`src/rtl/rps_match_ctrl.sv`:
```
// Match sequencer for the rock-paper-scissors round engine: move handshake, result capture, scoring, best-of-N.
// Optional move-wait forfeit is built when RPS_MATCH_TIMEOUT_EN is defined.
module rps_match_ctrl #(
  parameter int unsigned ROUNDS_TO_WIN  = 2,
  parameter int unsigned MAX_ROUNDS     = 15,
  parameter int unsigned ROUND_LAT      = 2,
  parameter int unsigned TIMEOUT_CYCLES = 255
) (
  input  logic       clk,
  input  logic       reset,
  input  logic       start,
  input  logic       move_valid,
  input  logic [1:0] move,
  output logic       move_ready,
  output logic [1:0] eng_move,
  input  logic [1:0] eng_win,
  output logic       bad_move,
  output logic       round_done,
  output logic [1:0] round_result,
  output logic [3:0] user_score,
  output logic [3:0] cpu_score,
  output logic [4:0] round_count,
  output logic       match_done,
  output logic [1:0] match_winner
);

  localparam int unsigned SCORE_W = 4;
  localparam int unsigned CNT_W   = 5;
  localparam int unsigned LAT_W   = 3;

  typedef enum logic [2:0] {IDLE, WAIT_MOVE, WAIT_RES, SCORE, DONE} state_t;

  state_t               state, state_nxt;
  logic [1:0]           eng_move_nxt, round_result_nxt, match_winner_nxt;
  logic                 bad_move_nxt, round_done_nxt, match_done_nxt;
  logic [SCORE_W-1:0]   user_score_nxt, cpu_score_nxt, user_inc, cpu_inc;
  logic [CNT_W-1:0]     round_count_nxt, round_inc;
  logic [LAT_W-1:0]     lat_cnt, lat_cnt_nxt;

`ifdef RPS_MATCH_TIMEOUT_EN
  localparam int unsigned WAIT_W = 8;
  logic [WAIT_W-1:0]    wait_cnt, wait_cnt_nxt;
`else
  logic                 unused_cfg;
  assign unused_cfg = (TIMEOUT_CYCLES == 0);
`endif

  assign move_ready = (state == WAIT_MOVE);

  // Saturating post-increment values used by the termination check.
  assign user_inc  = (round_result == 2'b00 && user_score != '1) ? user_score + SCORE_W'(1) : user_score;
  assign cpu_inc   = (round_result == 2'b11 && cpu_score != '1) ? cpu_score + SCORE_W'(1) : cpu_score;
  assign round_inc = (round_count != '1) ? round_count + CNT_W'(1) : round_count;

  always_comb begin
    state_nxt        = state;
    eng_move_nxt     = eng_move;
    round_result_nxt = round_result;
    match_winner_nxt = match_winner;
    user_score_nxt   = user_score;
    cpu_score_nxt    = cpu_score;
    round_count_nxt  = round_count;
    match_done_nxt   = match_done;
    lat_cnt_nxt      = lat_cnt;
    bad_move_nxt     = 1'b0;
    round_done_nxt   = 1'b0;
`ifdef RPS_MATCH_TIMEOUT_EN
    wait_cnt_nxt     = '0;
`endif
    unique case (state)
      IDLE, DONE: begin
        if (start) begin
          user_score_nxt   = '0;
          cpu_score_nxt    = '0;
          round_count_nxt  = '0;
          lat_cnt_nxt      = '0;
          match_winner_nxt = 2'b01;
          match_done_nxt   = 1'b0;
          state_nxt        = WAIT_MOVE;
        end
      end
      WAIT_MOVE: begin
`ifdef RPS_MATCH_TIMEOUT_EN
        wait_cnt_nxt = wait_cnt + WAIT_W'(1);
`endif
        if (move_valid) begin
`ifdef RPS_MATCH_TIMEOUT_EN
          wait_cnt_nxt = '0;
`endif
          if (move == 2'b10) begin
            bad_move_nxt = 1'b1;
          end else begin
            eng_move_nxt = move;
            lat_cnt_nxt  = LAT_W'(ROUND_LAT);
            state_nxt    = WAIT_RES;
          end
        end
`ifdef RPS_MATCH_TIMEOUT_EN
        else if (wait_cnt == WAIT_W'(TIMEOUT_CYCLES - 1)) begin
          // Forfeit: the computer takes the round.
          round_result_nxt = 2'b11;
          state_nxt        = SCORE;
        end
`endif
      end
      WAIT_RES: begin
        lat_cnt_nxt = lat_cnt - LAT_W'(1);
        if (lat_cnt == LAT_W'(1)) begin
          round_result_nxt = (eng_win == 2'b10) ? 2'b01 : eng_win;
          state_nxt        = SCORE;
        end
      end
      SCORE: begin
        user_score_nxt  = user_inc;
        cpu_score_nxt   = cpu_inc;
        round_count_nxt = round_inc;
        round_done_nxt  = 1'b1;
        state_nxt       = WAIT_MOVE;
        if (user_inc == SCORE_W'(ROUNDS_TO_WIN)) begin
          match_winner_nxt = 2'b00;
          state_nxt        = DONE;
        end else if (cpu_inc == SCORE_W'(ROUNDS_TO_WIN)) begin
          match_winner_nxt = 2'b11;
          state_nxt        = DONE;
        end else if (round_inc == CNT_W'(MAX_ROUNDS)) begin
          match_winner_nxt = (user_inc > cpu_inc) ? 2'b00 :
                             (cpu_inc > user_inc) ? 2'b11 : 2'b01;
          state_nxt        = DONE;
        end
        match_done_nxt = (state_nxt == DONE);
      end
      default: state_nxt = IDLE;
    endcase
  end

  // State and registered outputs.
  always_ff @(posedge clk or negedge reset) begin
    if (!reset) begin
      state        <= IDLE;
      eng_move     <= '0;
      bad_move     <= 1'b0;
      round_done   <= 1'b0;
      round_result <= 2'b01;
      user_score   <= '0;
      cpu_score    <= '0;
      round_count  <= '0;
      match_done   <= 1'b0;
      match_winner <= 2'b01;
      lat_cnt      <= '0;
`ifdef RPS_MATCH_TIMEOUT_EN
      wait_cnt     <= '0;
`endif
    end else begin
      state        <= state_nxt;
      eng_move     <= eng_move_nxt;
      bad_move     <= bad_move_nxt;
      round_done   <= round_done_nxt;
      round_result <= round_result_nxt;
      user_score   <= user_score_nxt;
      cpu_score    <= cpu_score_nxt;
      round_count  <= round_count_nxt;
      match_done   <= match_done_nxt;
      match_winner <= match_winner_nxt;
      lat_cnt      <= lat_cnt_nxt;
`ifdef RPS_MATCH_TIMEOUT_EN
      wait_cnt     <= wait_cnt_nxt;
`endif
    end
  end

endmodule
```
`config.mk`:
```
export PLATFORM = sky130hd
export DESIGN_NAME = rps_match_ctrl
export DESIGN_NICKNAME = d
export VERILOG_FILES = /design/src/rtl/rps_match_ctrl.sv
export SDC_FILE = /design/constraint.sdc
export NUM_CORES = 1
export LEC_CHECK = 0
export CELL_PAD_IN_SITES_DETAIL_PLACEMENT = 1
export CELL_PAD_IN_SITES_GLOBAL_PLACEMENT = 1
export CORE_ASPECT_RATIO = 1.75
export CORE_MARGIN = 4
export CORE_UTILIZATION = 30
export CTS_CLUSTER_SIZE = 28
export DETAILED_ROUTE_END_ITERATION = 10
export HOLD_SLACK_MARGIN = 0.12
export MAX_ROUTING_LAYER = met4
export PLACE_DENSITY = 0.64
export SYNTH_ARGS = -nofsm -noshare
export SYNTH_HDL_FRONTEND = slang
export SYNTH_SLANG_ARGS = --single-unit
```
`constraint.sdc`:
```
create_clock -name clk -period 3.1 [get_ports clk]
set_input_delay 0.31 -clock clk [delete_from_list [all_inputs] [get_ports clk]]
set_output_delay 0.31 -clock clk [all_outputs]
set_load 0.05 [all_outputs]
```
==> results.yml <==
status:
  status: "complete, no violations"
synthesis:
  synth_common_cells: "26 x dfrtp_1, 16 x nand2_1, 14 x nor2_1, 14 x o21ai_0, 10 x a21oi_1"
  yosys.area.top_type: "dfrtp_1"
  async_flop_share_pct: 100.0
  syn_avg_cell_area_sq_um: 9.405
  syn_nets: 197
  synth_top_area_share_pct: 38.01
  ys_warn_count: 0
  ys_types: 55
  synth_edf_count: 0
  synth-seq-cells: 28
  synth.most_common_cell: "dfrtp_1"
  syn_area_sq_um: 1712
  syn-instance-count: 182
  ys.flop_type: "dfrtp_1"
  yosysSeqAreaShare_pct: 41.08
  ys_top_cells_by_area: "dfrtp_1 38%, ha_1 5.1%, o21ai_0 4.1%, nand2_1 3.5%, dfstp_2 3.1%"
final_layout:
  regArea_sq_um: 703.2
  nets: 229
  finish.utilization_pct: 38.93
  multi_input_area_sq_um: 927.1
  fill_cells: 652
  num_antenna_cells: 0
  final_cells: 289
  syn2layout_area_growth_pct: 26.02
  layout-drive-gt1-share_pct: 10.80
die:
  die-width_um: 65.10
  dieArea_sq_um: 7026
  initial_core_util_pct: 30.89
  io_pins: 31
  dieHeight_um: 107.9
  rows: 36
  core_sq_um: 5540
route:
  drt_iter0_markers: 15
  vias_per_cell: 5.104
  drc: 0
  dr.pass1.iters: 4
  ant_nets: 0
  avgRoutedWirePerCell_um: 15.97
  routed_wl_um: 4615
  vias: 1475
sta:
  period_minus_slack_ps: 2338
  period_share_pct: 75.41
  maxSlewHeadroom_pct: 65.44
  rsz0062_at_grt: "false"
  timing.hold.ws_ps: 399.3
  fmax_ghz: 0.4278
  finalHoldViolations: 0
  setup-violations-final: 0
  slew_viol_final: 0
  fin_tns_setup_ps: 0
  timing.final.ws_setup_ps: 762.4
  worst_pin_slew_ps: 516.8
  skew_ps: 2.278
setup_path:
  cp.required_ps: 3320
  crit_fanout: 8
  start_kind: "register"
  worstSetupEndpointType: "register"
  cp.arrival_ps: 2560
  setup.worst_path.class: "register to register"
  reg2reg_depth: 7
power_and_ir_drop:
  p_seq_share_pct: 30.1
  clockPowerShare_pct: 12.9
  intPower_mw: 1.174
  p_sw_mw: 1.178
  p_comb_share_pct: 57.0
  peakVddDrop_mv: 0.4532
  p_sw_share_pct: 50.08
  cellPowerDensity_nw_per_um2: 1090
  leakagePower_nw: 0.9238
clocking:
  cts_setup_buffers: 0
  clock_path_buffers: 2
  clock_latency_ps: 290
  post_cts_resized: 0
  cts_max_level: 1
  cts_tree: "yes"
  cts_root_buffer: "clkbuf_8"
  cts.sinks: 28
  path_clk_slew_ps: 110
  cts_hold_buf: 0
  cts_made_buffers: 3
place:
  io_buffers: 30
  pre_cts_ws_ps: 803.4
  hpwl_um: 3493
  place_congestion: 0.8384
  place_inst: 285
global_routing:
  grt_start_max_net_pins: 29
  antenna_found_initial: 0
  grt-ovfl-total: 0
  grt_pass1_vias: 1655
  grt_usage_pct: 14.95
  grt_pass1_wl_um: 7914
run:
  drv_cap: 0
worst_hold_path:
  hold_class: "input pin to async pin"
## registers in the layout, indices dropped and copies added, names as in the netlist, 2 cells and up
register	cells
round_count	5
cpu_score	4
user_score	4
lat_cnt	3
state	3
eng_move	2
match_winner	2
round_result	2
## power groups by stage
| stage | Combinational (mW) | Clock, mW | Sequential [mW] |
|---|---|---|---|
| after global routing | 1.47 | 0.324 | 0.745 |
| final | 1.34 | 0.304 | 0.708 |
| after floorplan | 0.731 | 0 | 0.940 |
| after CTS | 1.36 | 0.312 | 0.713 |
| after global placement | 1.35 | 0 | 0.713 |
| after detailed placement | 1.36 | 0 | 0.718 |
## path summary, 6_finish.rpt
kind	slack, ps	start	end
max	760	user_score[0]$_DFFE_PN0P_	match_winner[0]$_DFFE_PN1P_
min	400	reset	lat_cnt[1]$_DFFE_PN0P_
max reg2reg	760	user_score[0]$_DFFE_PN0P_	match_winner[0]$_DFFE_PN1P_
min reg2reg	490	match_winner[0]$_DFFE_PN1P_	match_winner[0]$_DFFE_PN1P_
max in group asynchronous	2370	reset	match_winner[0]$_DFFE_PN1P_
min in group clk	490	match_winner[0]$_DFFE_PN1P_	match_winner[0]$_DFFE_PN1P_
## stage by stage
stage          area, sq um  power [mW]
4_1_cts               2157       2.387
3_3_place_gp          2086       2.068
6_report              2157       2.352
5_1_grt               2157       2.540
3_5_place_dp          2086       2.073
2_1_floorplan         1712       1.672
## worst max-delay path: stages, from the launching register on
cell      delay (ps)
dfrtp_1          480
ha_1             280
a311oi_4         430
mux2_4           370
a31oi_1          180
o211ai_1         100
a31o_1           260
a22oi_2          180
## per-layer routing
layer / up-vias / track usage, % / routed length [um]
met5: - / - / 0
met4: 0 / 5.490 / 93
met3: 9 / 2.090 / 118
met2: 22 / 28.94 / 2618
met1: 730 / 14.69 / 1784
li1: 714 / - / -
## cell families (layout without fill, tap and decap cells)
kind of cell | Yosys count | after routing | share of synthesized area [%]
buffers and inverters | 16 | 47 | 4.751
adders and majority gates | 7 | 7 | 5.117
DFF | 28 | 28 | 41.08
xor gates and xnor gates | 7 | 7 | 3.582
muxes | 5 | 5 | 3.289
AOI/OAI and AO/OA | 53 | 53 | 21.93
and+or+nand+nor | 66 | 66 | 20.25
## placed cells by master, fill, tap and decap left out, drive strengths merged, types with 4 or more instances in the layout
master | synthesis | final
clkdlybuf4s50 | 0 | 30
dfrtp | 26 | 26
nand2 | 17 | 17
o21ai | 16 | 16
nor2 | 15 | 15
a21oi | 10 | 10
nand3 | 9 | 9
inv | 9 | 9
ha | 7 | 7
nand2b | 5 | 5
nor3 | 4 | 4
xor2 | 4 | 4
a31oi | 4 | 4
nor3b | 4 | 4
## cell type report
class,count,share of cell area (%)
Timing Repair Buffer,33,14.97
Sequential cell,28,32.60
Clock inverter,1,1.392
Inverter,10,1.740
Tap cell,76,4.408
Multi-Input combinational cell,138,42.98
Clock buffer,3,1.914
Note: power is estimated with default switching activity, not from simulation.
